File: config.mk
export PLATFORM = sky130hd
export DESIGN_NAME = axis_frame_gate
export DESIGN_NICKNAME = d
export VERILOG_FILES = /design/src/rtl/axis_ctrl_pkg.sv /design/src/rtl/axis_frame_tracker.sv /design/src/rtl/axis_frame_gate.sv
export SDC_FILE = /design/constraint.sdc
export NUM_CORES = 1
export LEC_CHECK = 0
export ABC_AREA = 0
export CAP_MARGIN = 0
export CORE_MARGIN = 2
export CORE_UTILIZATION = 35
export CTS_BUF_LIST = sky130_fd_sc_hd__clkbuf_8
export DETAILED_ROUTE_END_ITERATION = 8
export MAX_ROUTING_LAYER = met4
export PLACE_DENSITY = 0.69
export SYNTH_ARGS = -nofsm -noshare
export SYNTH_HDL_FRONTEND = slang
export SYNTH_SLANG_ARGS = --single-unit
File: constraint.sdc
create_clock -name aclk -period 1.5 [get_ports aclk]
set_clock_uncertainty 0.05 [all_clocks]
set_input_delay 0.15 -clock aclk [delete_from_list [all_inputs] [get_ports aclk]]
set_output_delay 0.15 -clock aclk [all_outputs]
set_load 0.05 [all_outputs]
File: src/rtl/axis_ctrl_pkg.sv
// Shared types for the AXI-Stream frame gate: FSM state encoding and line-counter width helper.
package axis_ctrl_pkg;

    typedef enum logic [1:0] {
        IDLE     = 2'd0,
        WAIT_SOF = 2'd1,
        PASS     = 2'd2,
        DROP     = 2'd3
    } gate_state_e;

    function automatic int line_cnt_w(input int lines);
        return $clog2(lines + 1);
    endfunction

endpackage

File: src/rtl/axis_frame_tracker.sv
// Counts tlast lines of the frame in flight and flags frame completion or a premature start-of-frame.
// Combinational flags, registered count; no backpressure (the stream has no tready).
module axis_frame_tracker
    import axis_ctrl_pkg::*;
#(
    parameter int LINES = 1080
) (
    input  logic aclk,
    input  logic areset,
    input  logic s_tvalid,
    input  logic s_tlast,
    input  logic s_tuser,
    input  logic waiting,
    input  logic active,
    output logic frame_done,
    output logic early_sof
);

    localparam int LCW = line_cnt_w(LINES);
    localparam logic [LCW-1:0] LAST_LINE = LCW'(LINES - 1);
    localparam logic [LCW-1:0] MAX_LINE  = LCW'(LINES);

    logic [LCW-1:0] line_cnt;
    logic           sof;
    logic           eol;

    assign sof = s_tvalid & s_tuser;
    assign eol = s_tvalid & s_tlast;

    // Any SOF while a frame is open is premature; an SOF that also closes the
    // final line still counts as a new frame rather than a completed one.
    assign early_sof  = active & sof;
    assign frame_done = active & eol & ~s_tuser & (line_cnt >= LAST_LINE);

    always_ff @(posedge aclk or posedge areset) begin
        if (areset) begin
            line_cnt <= '0;
        end else if (sof & (active | waiting)) begin
            line_cnt <= s_tlast ? LCW'(1) : '0;
        end else if (frame_done) begin
            line_cnt <= '0;
        end else if (active & eol & (line_cnt != MAX_LINE)) begin
            line_cnt <= line_cnt + LCW'(1);
        end
    end

endmodule

File: src/rtl/axis_frame_gate.sv
// Frame-granular pass/drop/decimate/one-shot gate for video AXI-Stream; AXIS_FRAME_GATE_STATS_EN adds frame counters.
// 1-cycle registered output; no tready, so nothing is stalled -- beats are forwarded or squashed via m_tvalid.
module axis_frame_gate
    import axis_ctrl_pkg::*;
#(
    parameter int BITWIDTH = 24,
    parameter int LINES    = 1080,
    parameter int SKIP_W   = 4
) (
    input  logic                aclk,
    input  logic                areset,
    input  logic [BITWIDTH-1:0] s_tdata,
    input  logic                s_tlast,
    input  logic                s_tuser,
    input  logic                s_tvalid,
    output logic [BITWIDTH-1:0] m_tdata,
    output logic                m_tlast,
    output logic                m_tuser,
    output logic                m_tvalid,
    input  logic                cfg_enable,
    input  logic [SKIP_W-1:0]   cfg_skip,
    input  logic                cfg_oneshot,
    input  logic                oneshot_req,
    output logic [1:0]          sts_state,
    output logic                sts_err_short
`ifdef AXIS_FRAME_GATE_STATS_EN
    ,
    output logic [15:0]         sts_passed,
    output logic [15:0]         sts_dropped
`endif
);

    gate_state_e       state;
    gate_state_e       state_nxt;
    logic [SKIP_W-1:0] phase;
    logic              armed;
    logic              waiting;
    logic              active;
    logic              sof_take;
    logic              pass_now;
    logic              pass_beat;
    logic              frame_done;
    logic              early_sof;

    assign waiting  = (state == WAIT_SOF);
    assign active   = (state == PASS) | (state == DROP);
    assign sof_take = s_tvalid & s_tuser & (waiting | active);

    axis_frame_tracker #(
        .LINES (LINES)
    ) u_tracker (
        .aclk       (aclk),
        .areset     (areset),
        .s_tvalid   (s_tvalid),
        .s_tlast    (s_tlast),
        .s_tuser    (s_tuser),
        .waiting    (waiting),
        .active     (active),
        .frame_done (frame_done),
        .early_sof  (early_sof)
    );

    always_ff @(posedge aclk or posedge areset) begin
        if (areset) begin
            state <= IDLE;
        end else begin
            state <= state_nxt;
        end
    end

    always_comb begin
        state_nxt = state;
        unique case (state)
            IDLE:     if (cfg_enable) state_nxt = WAIT_SOF;
            WAIT_SOF: if (sof_take) state_nxt = pass_now ? PASS : DROP;
            PASS, DROP: begin
                if (sof_take) begin
                    state_nxt = pass_now ? PASS : DROP;
                end else if (frame_done) begin
                    state_nxt = cfg_enable ? WAIT_SOF : IDLE;
                end
            end
            default:  state_nxt = IDLE;
        endcase
    end

    // The SOF beat itself follows the fresh decision; later beats follow the state.
    always_comb begin
        pass_now  = cfg_oneshot ? armed : (phase == '0);
        pass_beat = sof_take ? pass_now : (state == PASS);
    end

    assign sts_state = state;

    // Phase uses >= so a cfg_skip lowered below the current phase restarts the cycle.
    always_ff @(posedge aclk or posedge areset) begin
        if (areset) begin
            phase <= '0;
            armed <= 1'b0;
        end else begin
            if (sof_take & ~cfg_oneshot) begin
                phase <= (phase >= cfg_skip) ? '0 : phase + SKIP_W'(1);
            end
            if (sof_take & cfg_oneshot & armed) begin
                armed <= 1'b0;
            end else if (oneshot_req & ~armed) begin
                armed <= 1'b1;
            end
        end
    end

    always_ff @(posedge aclk or posedge areset) begin
        if (areset) begin
            m_tdata       <= '0;
            m_tlast       <= 1'b0;
            m_tuser       <= 1'b0;
            m_tvalid      <= 1'b0;
            sts_err_short <= 1'b0;
        end else begin
            m_tdata       <= s_tdata;
            m_tlast       <= s_tlast;
            m_tuser       <= s_tuser;
            m_tvalid      <= s_tvalid & pass_beat;
            sts_err_short <= early_sof;
        end
    end

`ifdef AXIS_FRAME_GATE_STATS_EN
    always_ff @(posedge aclk or posedge areset) begin
        if (areset) begin
            sts_passed  <= '0;
            sts_dropped <= '0;
        end else if (sof_take) begin
            if (pass_now) begin
                sts_passed <= sts_passed + 16'd1;
            end else begin
                sts_dropped <= sts_dropped + 16'd1;
            end
        end
    end
`endif

endmodule

After elaboration in Yosys (flattened, before gate mapping)
Index checks and enable logic that the tools add are counted.
{"block": "totals", "input_bits": 36, "register_bits": 46, "out_inout_bits": 30, "elab_cells": 60}
{"block": "classes", "mux": 16, "magnitude_cmp": 2, "n_eq_ne": 7, "reduce_logical": 6, "add_sub_neg": 2, "n_bitwise": 18}
{"op": "two-way mux 11 bit", "count": 3}
{"op": "bitwise AND 1 bit", "count": 13}
{"op": "adder 11 x 1 -> 11 bit, second input constant", "count": 1}
{"op": "greater-or-equal comparator 11 bit, second input constant", "count": 1}
{"op": "!= test 11 bit, second input constant", "count": 1}
{"op": "two-way mux 2 bit", "count": 4}
{"op": "two-way mux 1 bit", "count": 7}
{"op": "case mux 2 bit (3 select lines)", "count": 1}
{"op": "adder 4 x 1 -> 4 bit, second input constant", "count": 1}
{"op": "equality test 2 bit, second input constant", "count": 2}
{"op": "greater-or-equal comparator 4 bit", "count": 1}
{"op": "zero test 4 bit", "count": 1}
{"op": "two-way mux 4 bit", "count": 1}
{"op": "!= test 2 bit, second input constant", "count": 2}
{"op": "!= test 3 bit, second input constant", "count": 1}
{"op": "inverter 1 bit", "count": 3}
{"op": "AND reduction 3 bit", "count": 1}
{"op": "nonzero test 3 bit", "count": 1}
{"op": "equality test 2 x 1 -> 1 bit, second input constant", "count": 1}
{"op": "zero test 2 bit", "count": 1}
{"op": "bitwise OR 1 bit", "count": 2}
{"op": "nonzero test 2 bit", "count": 1}
{"op": "OR reduction 2 bit", "count": 1}

Depth between registers and ports, before layout
{"block": "logic_depth", "depth_word": 8, "ltp_mapped": 6, "ltp_nobuf": 6}

Cells and area by module
Synthesis repeated with hierarchy kept, for this count alone.
{"block": "unflattened", "cells_unflattened": 161, "area_unflattened_um2": 1984.4}
{"module": "axis_frame_gate", "cells_each": 90, "seq_area_each_um2": 875.8, "n_inst": 1, "area_per_inst_um2": 1270.0}
{"module": "axis_frame_tracker", "cells_each": 71, "seq_area_each_um2": 275.3, "n_inst": 1, "area_per_inst_um2": 714.4}

Worst setup path before layout
OpenSTA, ideal clock, no wires.
{"block": "synth_path", "kind": "reg2reg", "from": "register state[1], in the netlist sts_state[1]", "to": "register state[0], in the netlist sts_state[0]", "period_less_slack_ns": 1.878, "path_buffers": 0, "setup_time_ns": 0.126, "required_time_ns": 1.324, "slack_ns": -0.378, "path_stages_with_launch": 5, "arrival_time_ns": 1.702, "cell_sequence": "dfrtp_1 nand3_2 o31a_1 a221o_1 a311o_1"}
{"block": "synth_between", "elab_chain_len": 7, "elab_cells_between_ends": 17, "classes_between": "eq/ne: 6; mux: 2; bitwise: 6; reduce/logical: 3"}
{"item": "start: declaration", "line": "axis_frame_gate.sv:33", "source": "gate_state_e state;"}
{"item": "start signal: assignment", "line": "axis_frame_gate.sv:67", "source": "state <= state_nxt;"}
{"item": "equality test 2 bit", "line": "axis_frame_gate.sv:46, axis_frame_gate.sv:73"}
{"item": "bitwise OR 1 bit", "line": "axis_frame_gate.sv:46", "source": "assign active = (state == PASS) | (state == DROP);"}
{"item": "bitwise AND 1 bit (3 in a row)", "line": "axis_frame_tracker.sv:33", "source": "assign frame_done = active & eol & ~s_tuser & (line_cnt >= LAST_LINE);"}
{"item": "!= test 3 bit (no line)"}
{"item": "AND reduction 3 bit (no line)"}
Parallel ways exist; a longest one is shown, timed or not.
A chain may end at the register's enable or synchronous reset.

Worst setup path in the final report
{"block": "layout_path", "from": "register phase[0]", "to": "register phase[0]"}
{"block": "layout_between", "elab_chain_len": 2, "elab_cells_between_ends": 3, "classes_between": "add/sub: 1; order compare: 1; mux: 1"}
{"item": "start: declaration", "line": "axis_frame_gate.sv:35", "source": "logic [SKIP_W-1:0] phase;"}
{"item": "start signal: assignment", "line": "axis_frame_gate.sv:102", "source": "phase <= (phase >= cfg_skip) ? '0 : phase + SKIP_W'(1);"}
{"item": "adder 4 x 1 -> 4 bit / greater-or-equal comparator 4 bit (equally long branches)", "line": "axis_frame_gate.sv:102"}
{"item": "two-way mux 4 bit *", "line": "axis_frame_gate.sv:102"}
Mark *: on every way between the ends. The rest lies on a longest branch, timed or not.

==> metrics.csv <==
stage;metric;value;unit
outcome;outcome;finished, violations left;
outcome;violations;negative setup slack;
clock_tree;clockBufferDepth;2;
global_routing;grt_max_degree;26;
clock_tree;htreeDepth;2;
floorplan;rows;27;
global_routing;antenna_found_initial;0;
floorplan;ios;66;
logic_synthesis;ys_ff_latch;46;
logic_synthesis;synth_flop_cell;dfrtp_1;
placed_design;place_area;2880;µm²
sta;period_minus_slack;1680;ps
floorplan;initial_core_util;35.9;%
clock_tree;hold_buffers;0;
logic_synthesis;synth_top_cell_by_area;dfrtp_1;
logic_synthesis;synth_area_per_cell;12.8;µm²
clock_tree;clk_pin_slew;90;ps
placed_design;port_buffers;65;
logic_synthesis;synth_cell_type_count;40;
worst_setup_path;cp.arrival;1860;ps
clock_tree;clkLatencyLatePin;300;ps
pwr;power;3330;µW
pwr;p_per_area;1070;nW/µm²
floorplan;dieArea;6230;µm²
cells_and_area;final_area;3120;µm²
clock_tree;clkSinkCount;46;
worst_setup_path;critPathKind;reg2reg;
logic_synthesis;synth.top_cell.area_share;58.6;%
sta;max_slew.worst_pin.slew;399;ps
sta;hold_slack;136;ps
global_routing;grt_pass1_vias;1552;
drt;drt-wirelength-per-cell;13.7;µm
global_routing;grt_pass1_wl;7370;µm
logic_synthesis;ys_seq_area_share;58.6;%
sta;max_clock_freq;595;MHz
worst_setup_path;slowest_delay;400;ps
logic_synthesis;synth_nets;197;
clock_tree;cts_tree;yes;
sta;rsz0062_at_grt;true;
placed_design;dp.cells;319;
drt;first_iter_violations;72;
drt;wl;4530;µm
worst_setup_path;reg2reg_from;phase[0]$_DFFE_PP0P_;
worst_setup_path;slowest_stage;dfrtp_1;
placed_design;routabilityCongestion;0.869;
drt;postRouteAntennaNets;0;
cells_and_area;seq_area;1150;µm²
cells_and_area;final_cells;331;
worst_setup_path;r2r_cells;7;
logic_synthesis;synth_warnings;0;
logic_synthesis;synthArstFlopShare;100;%
placed_design;dp_hpwl;3370;µm
worst_setup_path;startpoint_type;flop;
sta;max_slew_margin;73.4;%
worst_setup_path;r2r_slack;-180;ps
cells_and_area;drive_above_1_share;41.7;%
clock_tree;root_buffer;clkbuf_8;
cells_and_area;final_nets;302;
drt;dr.pass1.iters;4;
hold_path;holdCritPathClass;in2async;
cells_and_area;multi_input_area;855;µm²
drt;via_count;1537;
logic_synthesis;synthTopCellsByArea;dfrtp_1 (59%), ha_1 (5.1%), nor3_2 (5.1%);
sta;min_period_over_period;112;%
global_routing;grt_overflow;0;
pwr;cellLeakagePower;0.00141;µW
job;cap_violations;0;
worst_setup_path;cp_max_fo;4;
logic_synthesis;synth-edff-count;0;
drt;vias_per_cell;4.64;
worst_setup_path;crit_chain;inv_2, buf_4, ha_4, nand2b_4, a21o_1, a211o_4, a21oi_2;
pwr;ir_worst_vdd;0.547;mV
cells_and_area;num_antenna_cells;0;
sta;hold_viol_final;0;
drt;drc;0;
logic_synthesis;netlist_area;1970;µm²
worst_setup_path;worstReg2RegEnd;phase[0]$_DFFE_PP0P_;
placed_design;dp_slack;-328;ps
worst_setup_path;cp-end-kind;flop;
floorplan;die_width;78.9;µm
worst_setup_path;worstPathRequired;1680;ps
sta;setup_slack;-180;ps
floorplan;die_y;78.9;µm
sta;setup_violations;16;
cells_and_area;syn2layout_area_growth;58.8;%
global_routing;grt_usage;15.6;%
sta;drv_slew;0;
clock_tree;cts_buffers;5;
floorplan;core_area;5470;µm²
cells_and_area;fillCellCount;461;
logic_synthesis;synthCells;153;
synthesized netlist by cell type, types with 2 or more instances:
cell and count:
nor2_1 4, and2_1 2, dfrtp_1 46, nor4_1 2
nor3_1 2, xnor2_1 8, xor2_1 3, a21oi_1 6
o21ai_0 2, nand3_1 4, inv_1 14, mux2i_1 2
and3_1 4, and3b_1 2, nand2_1 4, ha_1 8
nor3_2 10, o31ai_1 2, nand2b_1 2, nand4_1 3
buf_6 2, a31oi_1 3
routing by layer:
metal	up-vias	part of all wire (%)	track usage, %
met4	0	1.2	5.17
met1	752	41	18.6
met2	31	54	27.2
met3	7	3.4	2.50
li1	747	-	-
met5	-	0	-
critical path: cells and delay by family (launching register included):
kind            cells  cell delay, ps
fa+ha+maj           1             180
flops               1             400
compound gates      3             650
buf+inv             2             210
simple gates        1             120
layout by cell type, fill, tap and decap left out, types with 5 or more instances in the layout:
master,count
clkdlybuf4s50_1,35
dfrtp_1,45
xnor2_1,8
ha_1,6
inv_1,10
clkbuf_8,5
nor3_2,10
buf_4,59
flip-flops by register name, indices dropped and copies added, names as in the netlist:
register and cells:
m_tdata 24, phase 4, m_tlast 1, armed 1, u_tracker.line_cnt 11, m_tvalid 1, sts_state 2, m_tuser 1
sts_err_short 1
cells by family after synthesis:
logic type      Yosys count  share of synthesized area [%]
flops                    46                           58.6
simple gates             45                           16.4
compound gates           25                           10.2
buf+inv                  16                           3.82
xor+xnor                 11                           4.90
fa+ha+maj                 8                           5.09
mux                       2                           1.02
through the flow:
step                      TNS (ps)  utilization, %
after floorplan              -1110               -
after global placement       -4590            52.7
after detailed placement     -4530            52.7
after CTS                    -2060            55.8
after global routing         -3470            57.0
final                        -2180            57.0
timing repair:
item | in CTS | in global routing
resized for setup | 12 | 12
pin swaps | 6 | 7
buffers inserted | 2 | 2
endpoints found under the setup margin | 17 | 18
endpoints found under the hold margin | 0 | 0
how the worst max path moves through the flow:
stage | start | endpoint | slack [ps] | cells after the start
global route | phase[0]$_DFFE_PP0P_ | sts_state[0]$_DFFE_PP0P_ | -270 | 6
global placement | s_tvalid | sts_state[0]$_DFFE_PP0P_ | -310 | 5
detailed placement | s_tvalid | sts_state[0]$_DFFE_PP0P_ | -330 | 5
finish | phase[0]$_DFFE_PP0P_ | phase[0]$_DFFE_PP0P_ | -180 | 7
CTS | u_tracker.line_cnt[3]$_DFFE_PP0P_ | u_tracker.line_cnt[0]$_DFFE_PP0P_ | -180 | 5
floorplan | sts_state[1]$_DFFE_PP0P_ | sts_state[0]$_DFFE_PP0P_ | -140 | 4
area by class of cell:
cell class,count,area share [%]
Clock buffer,5,2.20
Clock inverter,3,0.802
Multi-Input combinational cell,91,27.4
Tap cell,72,2.89
Sequential cell,46,36.9
Timing Repair Buffer,100,28.1
Inverter,14,1.68
where the power goes:
part	switching [µW]	internal, µW	total (µW)
registers	78.9	1350	1430
clock network	448	337	785
logic	554	562	1120
No activity file was read; power rests on OpenSTA's default activity.
==> variant (same flow settings) <==
The option `AXIS_FRAME_GATE_STATS_EN` is turned on by a define.
--- a/src/rtl/axis_frame_gate.sv
+++ b/src/rtl/axis_frame_gate.sv
@@ -2,2 +2,4 @@
 // 1-cycle registered output; no tready, so nothing is stalled -- beats are forwarded or squashed via m_tvalid.
+`define AXIS_FRAME_GATE_STATS_EN
+
 module axis_frame_gate
Function (old outputs only; new: sts_dropped and sts_passed): kept (equiv_simple and equiv_induct, registers matched by name and starting in step).
==> variant against the unedited design <==
  * The run still ends with setup timing left
  * Die area rose by 66%
  * Maximum frequency fell by 15%
  * Area after synthesis rose by 70%
  * Wire length rose by 87%
  * Sequential cell count rose by 32
  * Power rose by 130%
  * Largest cell class unchanged
  * Sequential share of layout area fell by 2.7 points
  * Setup slack got worse by 0.29 ns
  * Final area rose by 85%
==> variant: results (changes against the unedited design) <==
| Metric | Value |
|---|---|
| Status | finished with violations |
| Via Count | 2829 (+84%) |
| Placement Setup Slack | -0.5167 ns (-0.1890 ns) |
| Count of unique library cells instantiated by Yosys | 45 (+13%) |
| Commonest cells post-synth | sky130_fd_sc_hd__dfrtp_1 (78), sky130_fd_sc_hd__xnor2_1 (29), sky130_fd_sc_hd__nor2_1 (18), sky130_fd_sc_hd__nand2_1 (17), sky130_fd_sc_hd__nand3_1 (16) |
| Final HPWL DP | 5.833 mm (+73%) |
| Fraction of synthesized cell area in xor and xnor cells | 9.428% (+4.5 points) |
| Worst hold slack | 0.06740 ns (-0.06889 ns) |
| Number of H-tree levels | 3 (+1) |
| Share of synthesized cell area in full adder, half adder and majority cells | 3.741% (-1.4 points) |
| Portion of netlist area occupied by mux cells | 0.9727% (-0.046 points) |
| Global Route Usage Sum | 17.89% (+2.3 points) |
| Share of layout cells above drive strength 1 | 49.24% (+7.5 points) |
| Antenna Diode Count | 0 (unchanged) |
| Global-route wire length before repair | 13.98 mm (+90%) |
| Register area share after synthesis | 58.36% (-0.20 points) |
| Antenna violation net count after detailed routing | 0 (unchanged) |
| Drt first-iter violations | 80 (+11%) |
| Count of final setup violators | 40 (+24) |
| Final net count | 505 (+67%) |
| WL final | 8.448 mm (+87%) |
| Port Buf Inserts | 97 (+49%) |
| Clock-pin slew on the worst setup and hold paths | 0.07 ns (-0.02 ns) |
| Hold Path Class | input pin to asynchronous set/reset pin |
| Yosys warning total | 0 (unchanged) |
| Gpl congestion | 0.8344 (-4.0%) |
| Largest registers in the final layout | m_tdata (24), sts_dropped (16), sts_passed (16) |
| Area after DPL | 5135 sq um (+78%) |
| Pin count of the biggest net entering global routing | 29 (+12%) |
| Buffers from clock root to sink, at most | 2 (unchanged) |
| Worst voltage drop across the vdd grid | 588.0 uV (+7.5%) |
| Violated checks | setup timing |
| Clock latency on the worst-skew pair | 0.36 ns (+0.06 ns) |
| Total clock buffers created by CTS | 9 (+4) |
| Leakage dissipation | 0.002537 uW (+80%) |
| Max FO, Critical Path | 4 (unchanged) |
| Ys flop type | sky130_fd_sc_hd__dfrtp_1 |
| Iteration count of the initial detailed-routing pass | 5 (+1) |
| Compound-gate portion of the synthesized area | 9.128% (-1.1 points) |
| Synth top area cells | sky130_fd_sc_hd__dfrtp_1 (58%), sky130_fd_sc_hd__xnor2_1 (7.6%), sky130_fd_sc_hd__ha_1 (3.7%) |
| Vias in the first global route | 2940 (+89%) |
| Async S/R FF share, synth | 100.0% (unchanged) |
| Mapped Nets | 330 (+68%) |
| Final Worst Setup Slack | -0.4665 ns (-0.2870 ns) |
| Endpoint arrival time on the critical path | 2.16 ns (+0.30 ns) |
| Actual transition at the worst max-transition pin | 0.4293 ns (+0.02994 ns) |
variant: cell families (layout without fill, tap and decap cells):
family	Yosys count	after routing
buffers and inverters	20	198
xor gates and xnor gates	36	36
adders and majority gates	10	10
DFF	78	78
and+or+nand+nor	96	96
muxes	3	3
AOI/OAI and AO/OA	41	42
variant: layer usage:
| layer | GRT usage, % | vias up | routed length [um] |
|---|---|---|---|
| li1 | - | 1358 | - |
| met1 | 22.08 | 1380 | 3556 |
| met2 | 28.69 | 76 | 4342 |
| met3 | 3.382 | 15 | 379 |
| met4 | 7.692 | 0 | 170 |
| met5 | - | - | 0 |
variant: final cells by class:
| cell class | count | area [sq um] |
|---|---|---|
| Clock inverter | 6 | 57.56 |
| Timing Repair Buffer | 168 | 1705 |
| Sequential cell | 78 | 1969 |
| Fill cell | 727 | 3477 |
| Multi-Input combinational cell | 187 | 1685 |
| Tap cell | 129 | 161.4 |
| Clock buffer | 9 | 123.9 |
| Inverter | 15 | 60.06 |
variant: power by group:
group / leakage (uW) / switching (uW) / internal, uW
clock: 0.0000937 / 754 / 744
combinational: 0.00147 / 1710 / 1630
sequential: 0.000968 / 270 / 2390
variant: worst paths after layout:
path                                      start  depth (start not counted)                    end
worst max-delay path                   phase[1]                          7         sts_passed[11]
worst min-delay path                     areset                          2          sts_passed[0]
worst max register to register         phase[1]                          7         sts_passed[11]
worst min register to register  sts_dropped[15]                          1        sts_dropped[15]
max in group asynchronous                areset                          3  u_tracker.line_cnt[0]
min in group aclk                    s_tdata[6]                          1             m_tdata[6]
variant: timing repair:
item / 4_1_cts / 5_1_grt
gates resized for setup: 30 / 44
pin swaps: 26 / 26
cloned: 1 / 1
setup endpoints to repair: 49 / 50
buffers inserted: 9 / 6
hold buffers: 0 / 0
variant: worst max-delay path, stage by stage, from the launching register on:
cell and delay, ns:
sky130_fd_sc_hd__dfrtp_1 0.39, sky130_fd_sc_hd__inv_2 0.09, sky130_fd_sc_hd__ha_4 0.12, sky130_fd_sc_hd__or4b_4 0.50, sky130_fd_sc_hd__a211oi_4 0.29, sky130_fd_sc_hd__buf_6 0.15
sky130_fd_sc_hd__nand3_1 0.12, sky130_fd_sc_hd__xnor2_2 0.15
variant: through the flow:
step	setup TNS [ns]	utilization [%]	std cells	total power [uW]
floorplan	-8.613	-	284	4071
global placement	-17.02	55.57	562	5513
detailed placement	-18.32	55.57	562	5588
CTS	-8.609	59.73	586	7311
global route	-11.54	62.37	592	7912
finish	-8.506	62.37	592	7500
